===== src/rtl/lincomb_calc_if.sv =====
// lincomb_calc_if: request/result handshake bundle for lincomb_calc.
// master = producer/consumer side, slave = the calculator itself.
interface lincomb_calc_if #(
  parameter int DW = 4,
  parameter int KW = 4
);
  localparam int OW = DW + KW + 1;

  logic          in_valid;
  logic          in_ready;
  logic [DW-1:0] a;
  logic [DW-1:0] b;
  logic [KW-1:0] ka;
  logic [KW-1:0] kb;
  logic          out_valid;
  logic          out_ready;
  logic [OW-1:0] y;
  logic          busy;

  modport master (
    output in_valid, a, b, ka, kb, out_ready,
    input  in_ready, out_valid, y, busy
  );

  modport slave (
    input  in_valid, a, b, ka, kb, out_ready,
    output in_ready, out_valid, y, busy
  );
endinterface


===== src/rtl/lincomb_calc.sv =====
// lincomb_calc: y = ka*a + kb*b by iterative shift-add, one coefficient bit
// per cycle, valid/ready on both sides.
// Optional macro LINCOMB_EARLY_TERM_EN: leave CALC as soon as the remaining
// coefficient bits are all zero (data-dependent latency). Undefined: CALC is
// always exactly KW cycles.
module lincomb_calc #(
  parameter int DW = 4,
  parameter int KW = 4
) (
  input logic            clk,
  input logic            rst,
  lincomb_calc_if.slave  bus
);
  localparam int OW = DW + KW + 1;
  localparam int CW = (KW > 1) ? $clog2(KW) : 1;

  localparam logic [1:0] IDLE = 2'd0;
  localparam logic [1:0] CALC = 2'd1;
  localparam logic [1:0] DONE = 2'd2;

  logic [1:0]    state;
  logic [OW-1:0] a_sh;
  logic [OW-1:0] b_sh;
  logic [KW-1:0] ka_r;
  logic [KW-1:0] kb_r;
  logic [OW-1:0] acc;
  logic [CW-1:0] cnt;
  logic [OW-1:0] y_r;
  logic          out_valid_r;
  logic          busy_r;

  logic [OW-1:0] add_a;
  logic [OW-1:0] add_b;
  logic [OW-1:0] acc_next;
  logic [KW-1:0] ka_nx;
  logic [KW-1:0] kb_nx;
  logic          calc_last;

  // in_ready is low while reset is held, then follows the IDLE state
  assign bus.in_ready  = (state == IDLE) & ~rst;
  assign bus.out_valid = out_valid_r;
  assign bus.y         = y_r;
  assign bus.busy      = busy_r;

  // One shift-add step: partial products, next accumulator and the exit test
  always_comb begin
    add_a     = {OW{1'b0}};
    add_b     = {OW{1'b0}};
    if (ka_r[0]) begin
      add_a = a_sh;
    end else begin
      add_a = {OW{1'b0}};
    end
    if (kb_r[0]) begin
      add_b = b_sh;
    end else begin
      add_b = {OW{1'b0}};
    end
    acc_next  = acc + add_a + add_b;
    ka_nx     = ka_r >> 1;
    kb_nx     = kb_r >> 1;
`ifdef LINCOMB_EARLY_TERM_EN
    calc_last = (cnt == CW'(KW - 1)) || ((ka_nx | kb_nx) == {KW{1'b0}});
`else
    calc_last = (cnt == CW'(KW - 1));
`endif
  end

  // Control FSM and datapath registers; reset drops any in-flight request
  always_ff @(posedge clk or posedge rst) begin
    if (rst) begin
      state       <= IDLE;
      a_sh        <= {OW{1'b0}};
      b_sh        <= {OW{1'b0}};
      ka_r        <= {KW{1'b0}};
      kb_r        <= {KW{1'b0}};
      acc         <= {OW{1'b0}};
      cnt         <= {CW{1'b0}};
      y_r         <= {OW{1'b0}};
      out_valid_r <= 1'b0;
      busy_r      <= 1'b0;
    end else begin
      case (state)
        IDLE: begin
          if (bus.in_valid) begin
            a_sh   <= {{(OW-DW){1'b0}}, bus.a};
            b_sh   <= {{(OW-DW){1'b0}}, bus.b};
            ka_r   <= bus.ka;
            kb_r   <= bus.kb;
            acc    <= {OW{1'b0}};
            cnt    <= {CW{1'b0}};
            busy_r <= 1'b1;
            state  <= CALC;
          end else begin
            state  <= IDLE;
          end
        end
        CALC: begin
          acc  <= acc_next;
          a_sh <= a_sh << 1;
          b_sh <= b_sh << 1;
          ka_r <= ka_nx;
          kb_r <= kb_nx;
          cnt  <= cnt + CW'(1);
          if (calc_last) begin
            y_r         <= acc_next;
            out_valid_r <= 1'b1;
            state       <= DONE;
          end else begin
            state       <= CALC;
          end
        end
        DONE: begin
          if (bus.out_ready) begin
            out_valid_r <= 1'b0;
            busy_r      <= 1'b0;
            state       <= IDLE;
          end else begin
            state       <= DONE;
          end
        end
        default: begin
          out_valid_r <= 1'b0;
          busy_r      <= 1'b0;
          state       <= IDLE;
        end
      endcase
    end
  end
endmodule


===== src/flat_wrapper.sv =====
// flat-port wrapper written by rule: the top's interface ports become plain ports
module lincomb_calc_flat 
#(
  parameter int DW = 4,
  parameter int KW = 4
)
  (clk, rst, bus_in_valid, bus_a, bus_b, bus_ka, bus_kb, bus_out_ready, bus_in_ready, bus_out_valid, bus_y, bus_busy);
  lincomb_calc_if #(.DW(DW), .KW(KW)) bus_i ();
  input logic clk;
  input logic rst;
  input wire logic [$bits(bus_i.in_valid)-1:0] bus_in_valid;
  input wire logic [$bits(bus_i.a)-1:0] bus_a;
  input wire logic [$bits(bus_i.b)-1:0] bus_b;
  input wire logic [$bits(bus_i.ka)-1:0] bus_ka;
  input wire logic [$bits(bus_i.kb)-1:0] bus_kb;
  input wire logic [$bits(bus_i.out_ready)-1:0] bus_out_ready;
  output wire logic [$bits(bus_i.in_ready)-1:0] bus_in_ready;
  output wire logic [$bits(bus_i.out_valid)-1:0] bus_out_valid;
  output wire logic [$bits(bus_i.y)-1:0] bus_y;
  output wire logic [$bits(bus_i.busy)-1:0] bus_busy;
  assign bus_i.in_valid = bus_in_valid;
  assign bus_i.a = bus_a;
  assign bus_i.b = bus_b;
  assign bus_i.ka = bus_ka;
  assign bus_i.kb = bus_kb;
  assign bus_i.out_ready = bus_out_ready;
  assign bus_in_ready = bus_i.in_ready;
  assign bus_out_valid = bus_i.out_valid;
  assign bus_y = bus_i.y;
  assign bus_busy = bus_i.busy;
  lincomb_calc #(.DW(DW), .KW(KW)) u_core (.clk(clk), .rst(rst), .bus(bus_i));
endmodule

===== config.mk =====
export PLATFORM = sky130hd
export DESIGN_NAME = lincomb_calc_flat
export DESIGN_NICKNAME = d
export VERILOG_FILES = /design/src/rtl/lincomb_calc_if.sv /design/src/rtl/lincomb_calc.sv /design/src/flat_wrapper.sv
export SDC_FILE = /design/constraint.sdc
export NUM_CORES = 1
export LEC_CHECK = 0
export ABC_AREA = 0
export BUFFER_PORTS_ARGS = -buffer_cell sky130_fd_sc_hd__clkbuf_2
export CELL_PAD_IN_SITES_DETAIL_PLACEMENT = 1
export CELL_PAD_IN_SITES_GLOBAL_PLACEMENT = 2
export CORE_MARGIN = 1.5
export CORE_UTILIZATION = 38
export CTS_BUF_LIST = sky130_fd_sc_hd__clkbuf_8
export CTS_CLUSTER_DIAMETER = 60
export DETAILED_ROUTE_END_ITERATION = 12
export HOLD_SLACK_MARGIN = 0.02
export PLACE_DENSITY_LB_ADDON = 0.1
export SLEW_MARGIN = 20
export SYNTH_ARGS = -nofsm -noshare
export SYNTH_HDL_FRONTEND = slang
export SYNTH_SLANG_ARGS = --single-unit
export TNS_END_PERCENT = 30

===== constraint.sdc =====
create_clock -name clk -period 3.2 [get_ports clk]
set_input_delay 0 -clock clk [delete_from_list [all_inputs] [get_ports clk]]
set_output_delay 0 -clock clk [all_outputs]
set_load 0.01 [all_outputs]

* Yosys cells after proc, flatten, opt, wreduce, memory -nomap -nowiden
Cells that the tools add are included.
** Word-level totals
- Input port bits :: 20
- Logic and storage cells :: 52
- Register bits after elaboration :: 50
- Output and inout bits :: 12
** Operators by class
- Reduce and logical (&&, ||, !) cells :: 6
- Bitwise gates (word level) :: 4
- Eq/ne operators :: 6
- Mux-type cells :: 23
- $add $sub $neg :: 3
** Operators by type and width (number)
- 9-bit one-hot mux with 2 select lines :: 3
- 9-bit two-way mux :: 5
- 9-bit adder :: 2
- 4-bit one-hot mux with 2 select lines :: 2
- 4-bit two-way mux :: 2
- 2-bit two-way mux :: 3
- 1-bit one-hot mux with 3 select lines :: 2
- 2-bit one-hot mux with 3 select lines :: 1
- 3-bit AND reduction :: 2
- 2-bit == test, second input constant :: 2
- 1-bit two-way mux :: 4
- 2-bit inequality test, second input constant :: 2
- 2-bit one-hot mux with 2 select lines :: 1
- 2-bit AND reduction :: 2
- 1-bit NOT :: 3
- 2-bit by 1-bit adder with 2-bit output, second input constant :: 1
- 2-bit by 1-bit == test with 1-bit output, second input constant :: 1
- 2-bit logical NOT :: 1
- 2-bit by 1-bit inequality test with 1-bit output, second input constant :: 1
- 2-bit nonzero test :: 1
- 1-bit AND :: 1

* Logic depth before layout (Yosys ltp)
- Word-level depth :: 4
- Depth in mapped cells :: 12
- Depth with buffers taken out :: 11

* Least setup slack after synthesis
No wires, ideal clock.
- Kind :: register to register
- Start :: register u_core.kb_r[0]
- End :: register u_core.acc[7]
- Data arrival time :: 2716 ps
- Path buffers :: 1
- Cell stages (with the launch flop) :: 13
- Slack :: 362 ps
- Library setup time :: 122 ps
- Data required time :: 3078 ps
- Period minus slack after synthesis :: 2838 ps
- Cell sequence :: dfrtp_1 clkbuf_1 nand2_1 fa_1 inv_1 ha_1 inv_1 fa_1 nor2b_4 o31a_1 o21a_1 or3_1 a32o_1
** Between the ends
- Longest elaborated chain between the ends :: 3
** Ends and longest elaborated chain
- start, declared :: line lincomb_calc.sv:25 : logic [KW-1:0] kb_r;
- start signal, assigned :: line lincomb_calc.sv:76 : kb_r <= {KW{1'b0}};
- start signal, assigned :: line lincomb_calc.sv:89 : kb_r <= bus.kb;
- start signal, assigned :: line lincomb_calc.sv:103 : kb_r <= kb_nx;
- 9-bit two-way mux :: line lincomb_calc.sv:54 : if (kb_r[0]) begin
- 9-bit adder :: line lincomb_calc.sv:59 : acc_next = acc + add_a + add_b;
- 9-bit one-hot mux with 2 select lines :: line lincomb_calc.sv:83 : case (state)
- end signal, assigned :: line lincomb_calc.sv:77 : acc <= {OW{1'b0}};
- end signal, assigned :: line lincomb_calc.sv:90 : acc <= {OW{1'b0}};
- end signal, assigned :: line lincomb_calc.sv:99 : acc <= acc_next;
- end, declared :: line lincomb_calc.sv:26 : logic [OW-1:0] acc;
No other way between the ends.
A chain may end at the register's enable or synchronous reset.

* Worst setup path after layout
- Start :: register u_core.ka_r[0]
- End :: register u_core.acc[7]
** Between the ends
- Longest elaborated chain between the ends :: 4
** Ends and longest elaborated chain
- start, declared :: line lincomb_calc.sv:24 : logic [KW-1:0] ka_r;
- start signal, assigned :: line lincomb_calc.sv:75 : ka_r <= {KW{1'b0}};
- start signal, assigned :: line lincomb_calc.sv:88 : ka_r <= bus.ka;
- start signal, assigned :: line lincomb_calc.sv:102 : ka_r <= ka_nx;
- 9-bit two-way mux :: line lincomb_calc.sv:49 : if (ka_r[0]) begin
- 9-bit adder (2 in series) :: line lincomb_calc.sv:59
- 9-bit one-hot mux with 2 select lines :: line lincomb_calc.sv:83
No other way between the ends.

==> flow_metrics.py <==
metrics = {
    "clock_network": {
        "clk_pin_slew_ns": 0.09,
        "h-tree-depth": 2,
        "ctsHoldBuffers": 15,
        "postCtsSetupRepairBufs": 0,
        "cts_tree": "done",
        "insertion_delay_ns": 0.31,
        "cts.path.max_buffers": 2,
        "cts_buffers": 5,
        "root_buffer": "clkbuf_8",
        "cts_resized": 0,
        "clock_sinks": 50,
    },
    "timing": {
        "relSlewSlack": 0.420,
        "period_minus_slack_ns": 2.93,
        "rsz0062_at_grt": "false",
        "fin_tns_setup_ns": 0,
        "fin_crit_sh": 0.915,
        "worstMarginPinSlew_ns": 0.868,
        "skew_ns": 0.00687,
        "final_max_slew_viol_count": 0,
        "fmax_mhz": 341,
        "setup_violations": 0,
        "hold_viol_final": 0,
    },
    "global_route": {
        "grt-ovfl-total": 0,
        "grt_max_degree": 51,
        "grt_pass1_vias": 2010,
        "track_usage": 0.170,
        "grt_pass1_wl_um": 9850,
        "antenna_found_initial": 0,
    },
    "floorplan": {
        "die_x_um": 86.4,
        "die_h_um": 86.4,
        "rows": 30,
        "start_util": 0.391,
        "io-pin-count": 32,
        "core_mm2": 0.00676,
        "die_area_mm2": 0.00746,
    },
    "synth": {
        "yosys_register_bits": 50,
        "synth_top_area_cell": "dfrtp_1",
        "async_flop_share": 1.00,
        "ys_top_cells_by_area": "dfrtp_1 (47%), nand2_1 (11%), o21ai_0 (7.6%)",
        "synth_cell_type_count": 35,
        "synth.top_cell.area_share": 0.474,
        "synth_area_per_cell_um2": 9.46,
        "synth-edff-count": 0,
        "yosys_warnings": 0,
        "synth_seq_area_share": 0.474,
        "mappedNetlistArea_mm2": 0.00264,
        "synthFlopType": "dfrtp_1",
        "synth_cells": 279,
        "synthesis.nets": 316,
    },
    "layout": {
        "nNetsFinal": 357,
        "final_core_util": 0.466,
        "final_cell_mix": "nand2_1 (75), dfrtp_1 (50), o21ai_0 (40)",
        "antenna-diode-count": 0,
        "nFillCells": 795,
        "area_delta_synth_final_pct": 19.4,
        "multiInputGateArea_mm2": 0.00124,
        "layout.cells.most_common": "nand2_1",
        "drive_gt1_frac": 0.156,
        "seqCellArea_mm2": 0.00125,
    },
    "critical_path": {
        "worstPathArrival_ns": 3.13,
        "crit_path_start_kind": "flop",
        "crit_path_max_fanout": 10,
        "worst-setup-path-type": "flop to flop",
        "required_ns": 3.40,
        "endpoint_kind": "flop",
        "rr_startpoint": "u_core.ka_r[0]",
        "critPathLaunch": "u_core.ka_r[0]",
        "r2r_setup_slack_ns": 0.27,
    },
    "job": {
        "maxCapViolCount": 0,
    },
    "detailed_routing": {
        "routedWlPerCell_um": 14.1,
        "drtAntennaViolNets": 0,
        "drc_errors": 0,
        "via_count": 1978,
        "totalWireLength_um": 5670,
        "via_per_inst": 4.93,
        "first_pass_iters": 4,
        "drt_iter0_markers": 48,
    },
    "place": {
        "portBuffers": 31,
        "hpwl_um": 3940,
        "place_congestion": 0.750,
    },
    "power_and_ir_drop": {
        "p_leak_nw": 1.51,
        "peakVddDrop_mv": 0.300,
        "p_per_area_mw_per_mm2": 885,
    },
    "outcome": {
        "status": "finished, final reports clean",
    },
    "worst_hold_path": {
        "hold_path_class": "input pin to flop",
        "worstHoldStart": "bus_in_valid",
    },
}
layer usage:
metal	vias up	wire (µm)	track usage	part of all wire
met5	-	0	0	0
met4	0	81	0.0528	0.014
met3	8	93	0.0257	0.016
met2	21	2520	0.261	0.44
met1	956	2980	0.248	0.53
li1	993	-	-	-
kinds of logic after synthesis:
logic type	after synthesis	synth area share
AND/OR/NAND/NOR	86	0.133
AO/OA/AOI/OAI	64	0.142
flip-flops	50	0.474
buffers and inverters	39	0.0597
adder cells (fa/ha/maj)	17	0.106
multiplexers	16	0.0626
XOR/XNOR	7	0.0232
critical path: stages, from the launching register on:
cell,delay [ns]
dfrtp_1,0.52
nand2_1,0.12
fa_1,0.49
inv_1,0.04
ha_1,0.23
inv_1,0.08
fa_1,0.24
nor2b_4,0.06
o31a_1,0.25
o21a_1,0.18
or3_1,0.34
a32o_1,0.27
through the flow:
step	hold slack [ns]	instances	power [W]	cell area [µm²]	setup WS [ns]
2_1_floorplan	0.0467	279	0.00192	2640	0.362
3_3_place_gp	0.202	378	0.00224	2860	0.376
3_5_place_dp	0.212	378	0.00227	2860	0.302
4_1_cts	0.0240	401	0.00284	3150	0.262
5_1_grt	0.0293	401	0.00305	3150	0.0981
6_report	0.0231	401	0.00279	3150	0.272
cells in the mapped netlist, types with 2 or more instances:
library cell / count
o21ai_0: 40
o21bai_1: 2
dfrtp_1: 50
o22ai_1: 3
o31ai_1: 3
and2_1: 3
mux2i_1: 12
ha_1: 8
xor2_1: 3
o21a_1: 2
a21oi_1: 5
mux2_2: 4
nand2_1: 75
fa_1: 9
xnor2_1: 4
buf_4: 2
inv_1: 24
buf_2: 2
nor2_1: 3
clkbuf_1: 10
path summary, 6_finish.rpt:
check                      cells after the start              end
setup / recovery                              11    u_core.acc[7]
hold / removal                                 3  u_core.bus.busy
setup reg to reg                              11    u_core.acc[7]
hold reg to reg                                2  u_core.bus.y[8]
max in group asynchronous                      3   u_core.a_sh[0]
min in group asynchronous                      3  u_core.bus.y[5]
state kept, by name, summed over array words and instances, names as in the netlist:
signal / cells
u_core.bus.out_valid: 1
u_core.ka_r: 4
u_core.cnt: 2
u_core.bus.busy: 1
u_core.a_sh: 9
u_core.acc: 9
u_core.b_sh: 9
u_core.kb_r: 4
u_core.state: 2
u_core.bus.y: 9
power by group:
part,switching (W),internal [W]
combinational,0.000713,0.000467
clock,0.000214,0.000333
sequential,0.000182,0.000879
area by class of cell:
type                            count  area share
Clock buffer                        6      0.0262
Clock inverter                      2      0.0191
Inverter                           24      0.0290
Multi-Input combinational cell    190       0.393
Sequential cell                    50       0.397
Tap cell                           80      0.0318
Timing Repair Buffer               49       0.104
Note: power is estimated with default switching activity, not from simulation.
